**config.mk**
```make
export PLATFORM = sky130hd
export DESIGN_NAME = blackjack_wager_ctrl_flat
export DESIGN_NICKNAME = d
export VERILOG_FILES = /design/src/rtl/blackjack_wager_ctrl_pkg.sv /design/src/rtl/blackjack_wager_ctrl_if.sv /design/src/rtl/blackjack_wager_ctrl_button_rise_detect.sv /design/src/rtl/blackjack_wager_ctrl.sv /design/src/flat_wrapper.sv
export SDC_FILE = /design/constraint.sdc
export NUM_CORES = 1
export LEC_CHECK = 0
export CAP_MARGIN = 40
export CORE_MARGIN = 4
export CORE_UTILIZATION = 50
export CTS_CLUSTER_SIZE = 14
export DETAILED_ROUTE_END_ITERATION = 7
export PLACE_DENSITY = 0.71
export SYNTH_ARGS = -nofsm -noshare
export SYNTH_HDL_FRONTEND = slang
export SYNTH_SLANG_ARGS = --single-unit
```
**constraint.sdc**
```tcl
create_clock -name clk -period 4.66 [get_ports clk]
set_clock_uncertainty 0.15 [all_clocks]
set_input_delay 0.932 -clock clk [delete_from_list [all_inputs] [get_ports clk]]
set_output_delay 0.932 -clock clk [all_outputs]
set_load 0.02 [all_outputs]
```
**src/rtl/blackjack_wager_ctrl_pkg.sv**
```systemverilog
// ----------------------------------------------------------------------------
// blackjack_wager_ctrl_pkg
// Shared constants for the Blackjack wager/bankroll controller:
//   - hand result codes reported by the game FSM
//   - bet increment amounts for the four bet buttons
//   - wager FSM state encoding (legacy-compatible constants)
// Optional feature macro used by the controller: WAGER_BANKROLL_CAP_EN
// ----------------------------------------------------------------------------
package blackjack_wager_ctrl_pkg;

    // Hand results; codes 5..7 are settled as a tie
    localparam logic [2:0] RES_LOST      = 3'd0;
    localparam logic [2:0] RES_BUST      = 3'd1;
    localparam logic [2:0] RES_TIE       = 3'd2;
    localparam logic [2:0] RES_WIN       = 3'd3;
    localparam logic [2:0] RES_BLACKJACK = 3'd4;

    // Button amounts; all four together sum to 41
    localparam logic [5:0] AMT_1  = 6'd1;
    localparam logic [5:0] AMT_5  = 6'd5;
    localparam logic [5:0] AMT_10 = 6'd10;
    localparam logic [5:0] AMT_25 = 6'd25;

    // Wager FSM states
    localparam logic [1:0] ST_OPEN   = 2'd0;
    localparam logic [1:0] ST_LOCKED = 2'd1;
    localparam logic [1:0] ST_SETTLE = 2'd2;

endpackage

```
**src/rtl/blackjack_wager_ctrl_if.sv**
```systemverilog
// ----------------------------------------------------------------------------
// blackjack_wager_ctrl_if
// Bundle between the game side (master) and the wager controller (slave).
//   increment_1/5/10/25  bet button levels (debounced, clk-synchronous)
//   deal_req             hand starts, lock the bet
//   result_valid         hand finished, result_code valid
//   result_code[2:0]     LOST/BUST/TIE/WIN/BLACKJACK
//   bet[6:0]             current wager
//   bankroll[BANK_W-1:0] signed bankroll
//   bet_locked           bet frozen (hand in progress or settling)
//   settle_done          one-cycle pulse, bankroll updated
//   broke                bankroll <= 0
// ----------------------------------------------------------------------------
interface blackjack_wager_ctrl_if #(
    parameter int unsigned BANK_W = 11
);
    logic                     increment_1;
    logic                     increment_5;
    logic                     increment_10;
    logic                     increment_25;
    logic                     deal_req;
    logic                     result_valid;
    logic [2:0]               result_code;
    logic [6:0]               bet;
    logic signed [BANK_W-1:0] bankroll;
    logic                     bet_locked;
    logic                     settle_done;
    logic                     broke;

    modport master (
        output increment_1, increment_5, increment_10, increment_25,
        output deal_req, result_valid, result_code,
        input  bet, bankroll, bet_locked, settle_done, broke
    );

    modport slave (
        input  increment_1, increment_5, increment_10, increment_25,
        input  deal_req, result_valid, result_code,
        output bet, bankroll, bet_locked, settle_done, broke
    );
endinterface

```
**src/rtl/blackjack_wager_ctrl_button_rise_detect.sv**
```systemverilog
// ----------------------------------------------------------------------------
// button_rise_detect
// One-bit rising-edge detector for a synchronous button level.
//   clk   in   system clock
//   rst   in   synchronous reset, active-high
//   btn   in   button level
//   rise  out  high on the cycle btn is sampled high after being low
// History resets to 1 so a button held through reset never registers.
// ----------------------------------------------------------------------------
module button_rise_detect (
    input  logic clk,
    input  logic rst,
    input  logic btn,
    output logic rise
);
    logic hist_q;

    always_ff @(posedge clk) begin
        if (rst) hist_q <= 1'b1;
        else     hist_q <= btn;
    end

    assign rise = btn & ~hist_q;
endmodule

```
**src/rtl/blackjack_wager_ctrl.sv**
```systemverilog
// ----------------------------------------------------------------------------
// blackjack_wager_ctrl
// Wager/bankroll controller beside the Blackjack game FSM. Turns bet button
// edges into a saturating bet, locks it at deal, settles the bankroll from
// the hand result. Sole writer of bet and bankroll.
//   clk   in   system clock
//   rst   in   synchronous reset, active-high
//   bus   slave modport of blackjack_wager_ctrl_if (buttons, deal/result
//         handshake in; bet, bankroll, bet_locked, settle_done, broke out)
// Optional macro WAGER_BANKROLL_CAP_EN: bet ceiling limited by a positive
// bankroll, and no betting or dealing while broke.
// ----------------------------------------------------------------------------
module blackjack_wager_ctrl
    import blackjack_wager_ctrl_pkg::*;
#(
    parameter int          START_BANKROLL = 200,
    parameter int          MAX_BET        = 99,
    parameter int          BANK_LIMIT     = 999,
    parameter int unsigned BANK_W         = 11
) (
    input logic                  clk,
    input logic                  rst,
    blackjack_wager_ctrl_if.slave bus
);
    // Two spare bits so bankroll + 1.5*bet cannot wrap before clamping
    localparam int unsigned WIDE_W = BANK_W + 2;
    localparam logic signed [WIDE_W-1:0] LIM_HI = WIDE_W'(BANK_LIMIT);
    localparam logic signed [WIDE_W-1:0] LIM_LO = -LIM_HI;

    logic [1:0]               state_q;
    logic [6:0]               bet_q;
    logic signed [BANK_W-1:0] bankroll_q;

    logic [3:0] rise;
    logic [5:0] inc_sum;
    logic [7:0] bet_sum;
    logic [7:0] bet_ceil;
    logic [6:0] bet_next;
    logic       broke_w;
    logic       play_ok;
    logic       deal_go;

    logic signed [WIDE_W-1:0] bet_wide;
    logic signed [WIDE_W-1:0] delta;
    logic signed [WIDE_W-1:0] sum_wide;
    logic signed [WIDE_W-1:0] clamped;

    button_rise_detect u_rise_1  (.clk(clk), .rst(rst), .btn(bus.increment_1),  .rise(rise[0]));
    button_rise_detect u_rise_5  (.clk(clk), .rst(rst), .btn(bus.increment_5),  .rise(rise[1]));
    button_rise_detect u_rise_10 (.clk(clk), .rst(rst), .btn(bus.increment_10), .rise(rise[2]));
    button_rise_detect u_rise_25 (.clk(clk), .rst(rst), .btn(bus.increment_25), .rise(rise[3]));

    assign broke_w = (bankroll_q <= 0);

`ifdef WAGER_BANKROLL_CAP_EN
    assign play_ok = ~broke_w;
`else
    assign play_ok = 1'b1;
`endif

    assign deal_go = (state_q == ST_OPEN) && bus.deal_req && (bet_q != '0) && play_ok;

    // Bet adder and saturator
    always_comb begin
        inc_sum = (rise[0] ? AMT_1  : '0) + (rise[1] ? AMT_5  : '0)
                + (rise[2] ? AMT_10 : '0) + (rise[3] ? AMT_25 : '0);
        bet_sum = {1'b0, bet_q} + {2'b0, inc_sum};
        bet_ceil = 8'(MAX_BET);
`ifdef WAGER_BANKROLL_CAP_EN
        if ((bankroll_q > 0) && (bankroll_q < MAX_BET))
            bet_ceil = 8'(bankroll_q);
`endif
        bet_next = (bet_sum > bet_ceil) ? bet_ceil[6:0] : bet_sum[6:0];
    end

    // Settlement arithmetic, evaluated against the live result_code
    always_comb begin
        bet_wide = $signed(WIDE_W'(bet_q));
        case (bus.result_code)
            RES_LOST, RES_BUST: delta = -bet_wide;
            RES_WIN:            delta = bet_wide;
            RES_BLACKJACK:      delta = bet_wide + (bet_wide >>> 1);
            default:            delta = '0;
        endcase
        sum_wide = WIDE_W'(bankroll_q) + delta;
        if (sum_wide > LIM_HI)      clamped = LIM_HI;
        else if (sum_wide < LIM_LO) clamped = LIM_LO;
        else                        clamped = sum_wide;
    end

    // The bankroll is written on the LOCKED->SETTLE edge so it is already
    // updated while settle_done is high during the single SETTLE cycle;
    // the bet is cleared on the way back to OPEN.
    always_ff @(posedge clk) begin
        if (rst) begin
            state_q    <= ST_OPEN;
            bet_q      <= '0;
            bankroll_q <= BANK_W'(START_BANKROLL);
        end else begin
            case (state_q)
                ST_OPEN: begin
                    if (deal_go)      state_q <= ST_LOCKED;
                    else if (play_ok) bet_q   <= bet_next;
                end
                ST_LOCKED: begin
                    if (bus.result_valid) begin
                        state_q    <= ST_SETTLE;
                        bankroll_q <= BANK_W'(clamped);
                    end
                end
                ST_SETTLE: begin
                    bet_q   <= '0;
                    state_q <= ST_OPEN;
                end
                default: state_q <= ST_OPEN;
            endcase
        end
    end

    assign bus.bet         = bet_q;
    assign bus.bankroll    = bankroll_q;
    assign bus.bet_locked  = (state_q == ST_LOCKED) || (state_q == ST_SETTLE);
    assign bus.settle_done = (state_q == ST_SETTLE);
    assign bus.broke       = broke_w;
endmodule
```
**src/flat_wrapper.sv**
```systemverilog
// flat-port wrapper written by rule: the top's interface ports become plain ports
module blackjack_wager_ctrl_flat import blackjack_wager_ctrl_pkg::*;
#(
    parameter int          START_BANKROLL = 200,
    parameter int          MAX_BET        = 99,
    parameter int          BANK_LIMIT     = 999,
    parameter int unsigned BANK_W         = 11
)
  (clk, rst, bus_increment_1, bus_increment_5, bus_increment_10, bus_increment_25, bus_deal_req, bus_result_valid, bus_result_code, bus_bet, bus_bankroll, bus_bet_locked, bus_settle_done, bus_broke);
  blackjack_wager_ctrl_if #(.BANK_W(BANK_W)) bus_i ();
  input logic clk;
  input logic rst;
  input wire logic [$bits(bus_i.increment_1)-1:0] bus_increment_1;
  input wire logic [$bits(bus_i.increment_5)-1:0] bus_increment_5;
  input wire logic [$bits(bus_i.increment_10)-1:0] bus_increment_10;
  input wire logic [$bits(bus_i.increment_25)-1:0] bus_increment_25;
  input wire logic [$bits(bus_i.deal_req)-1:0] bus_deal_req;
  input wire logic [$bits(bus_i.result_valid)-1:0] bus_result_valid;
  input wire logic [$bits(bus_i.result_code)-1:0] bus_result_code;
  output wire logic [$bits(bus_i.bet)-1:0] bus_bet;
  output wire logic [$bits(bus_i.bankroll)-1:0] bus_bankroll;
  output wire logic [$bits(bus_i.bet_locked)-1:0] bus_bet_locked;
  output wire logic [$bits(bus_i.settle_done)-1:0] bus_settle_done;
  output wire logic [$bits(bus_i.broke)-1:0] bus_broke;
  assign bus_i.increment_1 = bus_increment_1;
  assign bus_i.increment_5 = bus_increment_5;
  assign bus_i.increment_10 = bus_increment_10;
  assign bus_i.increment_25 = bus_increment_25;
  assign bus_i.deal_req = bus_deal_req;
  assign bus_i.result_valid = bus_result_valid;
  assign bus_i.result_code = bus_result_code;
  assign bus_bet = bus_i.bet;
  assign bus_bankroll = bus_i.bankroll;
  assign bus_bet_locked = bus_i.bet_locked;
  assign bus_settle_done = bus_i.settle_done;
  assign bus_broke = bus_i.broke;
  blackjack_wager_ctrl #(.START_BANKROLL(START_BANKROLL), .MAX_BET(MAX_BET), .BANK_LIMIT(BANK_LIMIT), .BANK_W(BANK_W)) u_core (.clk(clk), .rst(rst), .bus(bus_i));
endmodule
```
==> metrics list <==
- The flow ran to the end, and the final reports show no timing, DRC or antenna violations.
* Measured slew at the worst slew-check pin: 0.618 ns
- Across the run, the number of max-cap violations was 0.
- Most common cell after layout, fill and taps aside: ha_1
- Setup slack on the critical path of the routed design comes to 0.223 ns.
- For the worst-skew pair, the clock arrives at the later sink with an insertion delay of 0.27 ns.
* Cts hold-fix bufs: 0
- Gr usage total: 22.7%
* CTS tree: done
- Share of the synthesized netlist area taken by xor and xnor gates: 4.82%
- For this run, the leading register cell type out of synthesis is dfxtp_1.
- At the end of routability-driven placement, the weighted congestion stood at 1.01.
* Slew Viols, Final: 0
- The die is 81.8 um tall.
* Total vias in the final route: 2749
- By area, the combinational part of the netlist is dominated by compound AO/OA/AOI/OAI gates.
- Of the cells placed in the final design, the portion with a size suffix greater than 1 is 14.4%.
* Num rows: 26
- DRT Wirelength: 7360 um
- Count of warnings emitted by yosys: 0
- GRT Residual Overflow: 0
- Clock-pin slew was measured on the worst setup and hold paths at 0.09 ns.
- Slew Limit Headroom: 57.6%
- Mux cell area share after synthesis: 2.62%
- Classification of the worst setup path: in -> reg
- The first global-routing pass estimated 12000 um of wire.
* Nets: 442
* Total power per unit cell area: 546 nW/um^2
* Share of synthesized area occupied by flip-flops and latches: 17.6%
* Minimum hold slack: 0.403 ns
- Summing all placed instances gives a cell area of 3230 um^2.
* Number of diodes added for antenna fixing: 0
- The floorplan step defined a die boundary enclosing 6700 um^2.
- Estimated wirelength of the detail-placed design: 5850 um
* Routed Antenna Nets: 0
- Design area: 3400 um^2
- Power after layout: 1860 uW
* Required time of the worst setup path: 4.67 ns
* X dimension of the die: 81.8 um
- In this run the cell area of the synthesized design comes to 2730 um^2.
- Prior to clock tree synthesis, the placed netlist has a worst setup slack of -0.0374 ns.
- The share of total power dissipated in sequential elements is 15.7%.
- Number of distinct library cells after synthesis: 60
- STA classifies the critical path endpoint as a register.
* Number of synthesized flops with an enable pin: 0
* Switching component of the power: 921 uW
- The first detailed-routing pass took 5 iterations.
- The via count of the first global-routing pass came to 2509.
- After Yosys synthesis, full adders, half adders and majority gates account for 20.4% of the synthesized area.
* Gate count after technology mapping: 341
- Power share of the clock group: 10.1%
* Max IR drop VDD: 0.312 mV
- Share of the core filled with cells in the final layout: 65.3%
* TritonCTS sink count: 24
- Counting I/O delays and the setup requirement, the final critical path takes 4.44 ns.
- From synthesis to final layout, the design area changed by 24.8%.
* Pin count of the biggest net entering global routing: 21
- Average detailed-routed wire length per instance: 16.1 um
- Internal power of the cells: 934 uW
- Maximum clock rate: 225 MHz
* Average instance area after synthesis: 7.99 um^2
* Ports: 32
- Number of antenna violations at the first check in global routing: 0
* Power share of the combinational group: 74.2%
- H-tree levels: 1
- DR vias/cell: 6.00
* Portion of the clock cycle consumed by the worst path in the final layout: 95.2%
* Commonest cells after routing, fill and taps aside: ha_1, clkdlybuf4s50_1, a21oi_1, nor2_1, dfxtp_1
- Counting flops and latches in the post-synthesis netlist gives 24.
- Asr flop ratio synth: 0%
- Setup violations remaining at the end of the flow were counted as 0.
- The synthesized netlist devotes 29.9% of its cell area to compound gates.
- Summed over all cells, the static leakage comes to 0.00147 uW.
- Synthesized-area fraction occupied by and/or/nand/nor cells: 20.0%
- The longest clock path from root to sink contains 2 buffers.
- Synthesis produced a netlist with a net count of 394.
- Number of buffers created by CTS: 3
* 1st-iter DRT viols: 272
* Effective utilization at floorplan: 52.4%
- Number of port buffers: 31
- The final-report hold violation count is 0.
* Core area: 5200 um^2
* Post-route DRC violation count: 0
- Clock tree synthesis selected as its root buffer the cell clkbuf_8.
- Net switching is 49.7% of the power.
* Hold Crit Class: reg -> reg
- CP Max Fanout: 7
* Element type at the critical path start: input pin
- Data on the critical path arrives at its endpoint at 4.45 ns.
==> final timing paths <==
path                                             from                                   to  slack (ns)  depth (start not counted)
setup reg to reg       u_core.bus.bet[1]$_SDFFE_PP0P_  u_core.bus.bankroll[7]$_SDFFE_PP1P_        0.28                         18
setup / recovery                   bus_result_code[1]  u_core.bus.bankroll[7]$_SDFFE_PP1P_        0.22                         13
hold reg to reg   u_core.bus.bankroll[9]$_SDFFE_PP0P_  u_core.bus.bankroll[9]$_SDFFE_PP0P_        0.40                          2
hold / removal    u_core.bus.bankroll[9]$_SDFFE_PP0P_  u_core.bus.bankroll[9]$_SDFFE_PP0P_        0.40                          2
==> worst max-delay path, cell delays in order <==
cell and delay [ns]:
clkdlybuf4s50_1 0.62, nor2_1 0.11, a31o_2 0.26, ha_1 0.25
fa_1 0.43, a21oi_1 0.18, buf_4 0.16, o311ai_4 0.14
a21oi_1 0.20, a21oi_1 0.12, xnor2_2 0.46, a22oi_2 0.23
a221o_1 0.35
==> synth_stat cells (2+ instances only) <==
library cell,n,share of area (%)
mux2i_1,6,2.2
nand3b_1,2,0.55
nand2b_1,5,1.1
nor2_1,26,3.6
a311oi_1,4,1.3
a21o_1,6,1.7
ha_1,38,17
nor3_1,18,3.3
dfxtp_1,24,18
a211oi_2,2,0.92
xnor2_1,10,3.2
o31ai_1,2,0.55
o22ai_1,6,1.4
a21oi_1,30,5.5
xor2_1,5,1.6
a21boi_0,2,0.55
nor3b_1,2,0.55
a211oi_1,4,1.1
clkbuf_1,8,1.1
a32o_1,3,1.1
fa_1,4,2.9
and2_1,2,0.46
nor2b_1,14,3.2
o21ai_0,17,3.1
a22oi_1,3,0.83
o21bai_1,4,1.1
nand2_1,24,3.3
a31o_2,2,0.64
nand3_1,7,1.3
or2_2,5,1.1
a211o_1,3,0.96
o221ai_1,2,0.64
nor4_1,2,0.46
a31oi_1,4,0.92
inv_1,20,2.8
==> final cells by class <==
class,count,area [um^2]
clock buffer,3,41.3
clock inverter,1,30.0
fill,481,1800
inverter,21,78.8
multi-input combinational,288,2210
sequential,24,480
tap,70,87.6
timing repair buffer,51,468
==> state kept, by name, indices dropped and copies added (netlist names) <==
| signal | count |
|---|---|
| u_core.u_rise_5.hist_q | 1 |
| u_core.u_rise_10.hist_q | 1 |
| u_core.bus.bankroll | 11 |
| u_core.bus.bet | 7 |
| u_core.state_q | 2 |
| u_core.u_rise_25.hist_q | 1 |
| u_core.u_rise_1.hist_q | 1 |
==> metal layers <==
metal	track usage, %	part of all wire, %	vias up
li1	-	-	1360
met1	34.7	49	1257
met2	34.1	42	115
met3	2.30	7.5	17
met4	4.82	1.5	0
met5	0	0	-
==> logic make-up (layout without fill, tap and decap cells) <==
logic type / count (synthesis) / count (layout)
AO/OA/AOI/OAI: 112 / 114
AND/OR/NAND/NOR: 110 / 110
adder cells (fa/ha/maj): 42 / 42
buffers and inverters: 31 / 76
flip-flops: 24 / 24
XOR/XNOR: 15 / 15
multiplexers: 7 / 7
==> power groups by stage <==
stage | combinational [uW] | clock (uW) | sequential [uW]
2_1_floorplan | 850 | 0 | 347
3_3_place_gp | 1260 | 0 | 295
3_5_place_dp | 1270 | 0 | 295
4_1_cts | 1280 | 190 | 291
5_1_grt | 1510 | 201 | 298
6_report | 1380 | 187 | 292
==> metrics by stage <==
step           instances  setup TNS (ns)
3_5_place_dp         451         -0.0427
5_1_grt              458         -0.0241
3_3_place_gp         450        -0.00746
4_1_cts              455               0
2_1_floorplan        341               0
6_report             458               0
==> timing repair <==
| action | 4_1_cts | 5_1_grt |
|---|---|---|
| resized for setup | 0 | 16 |
| setup endpoints to repair | 0 | 10 |
| setup buffers | 0 | 1 |
No activity file was read; power rests on OpenSTA's default activity.
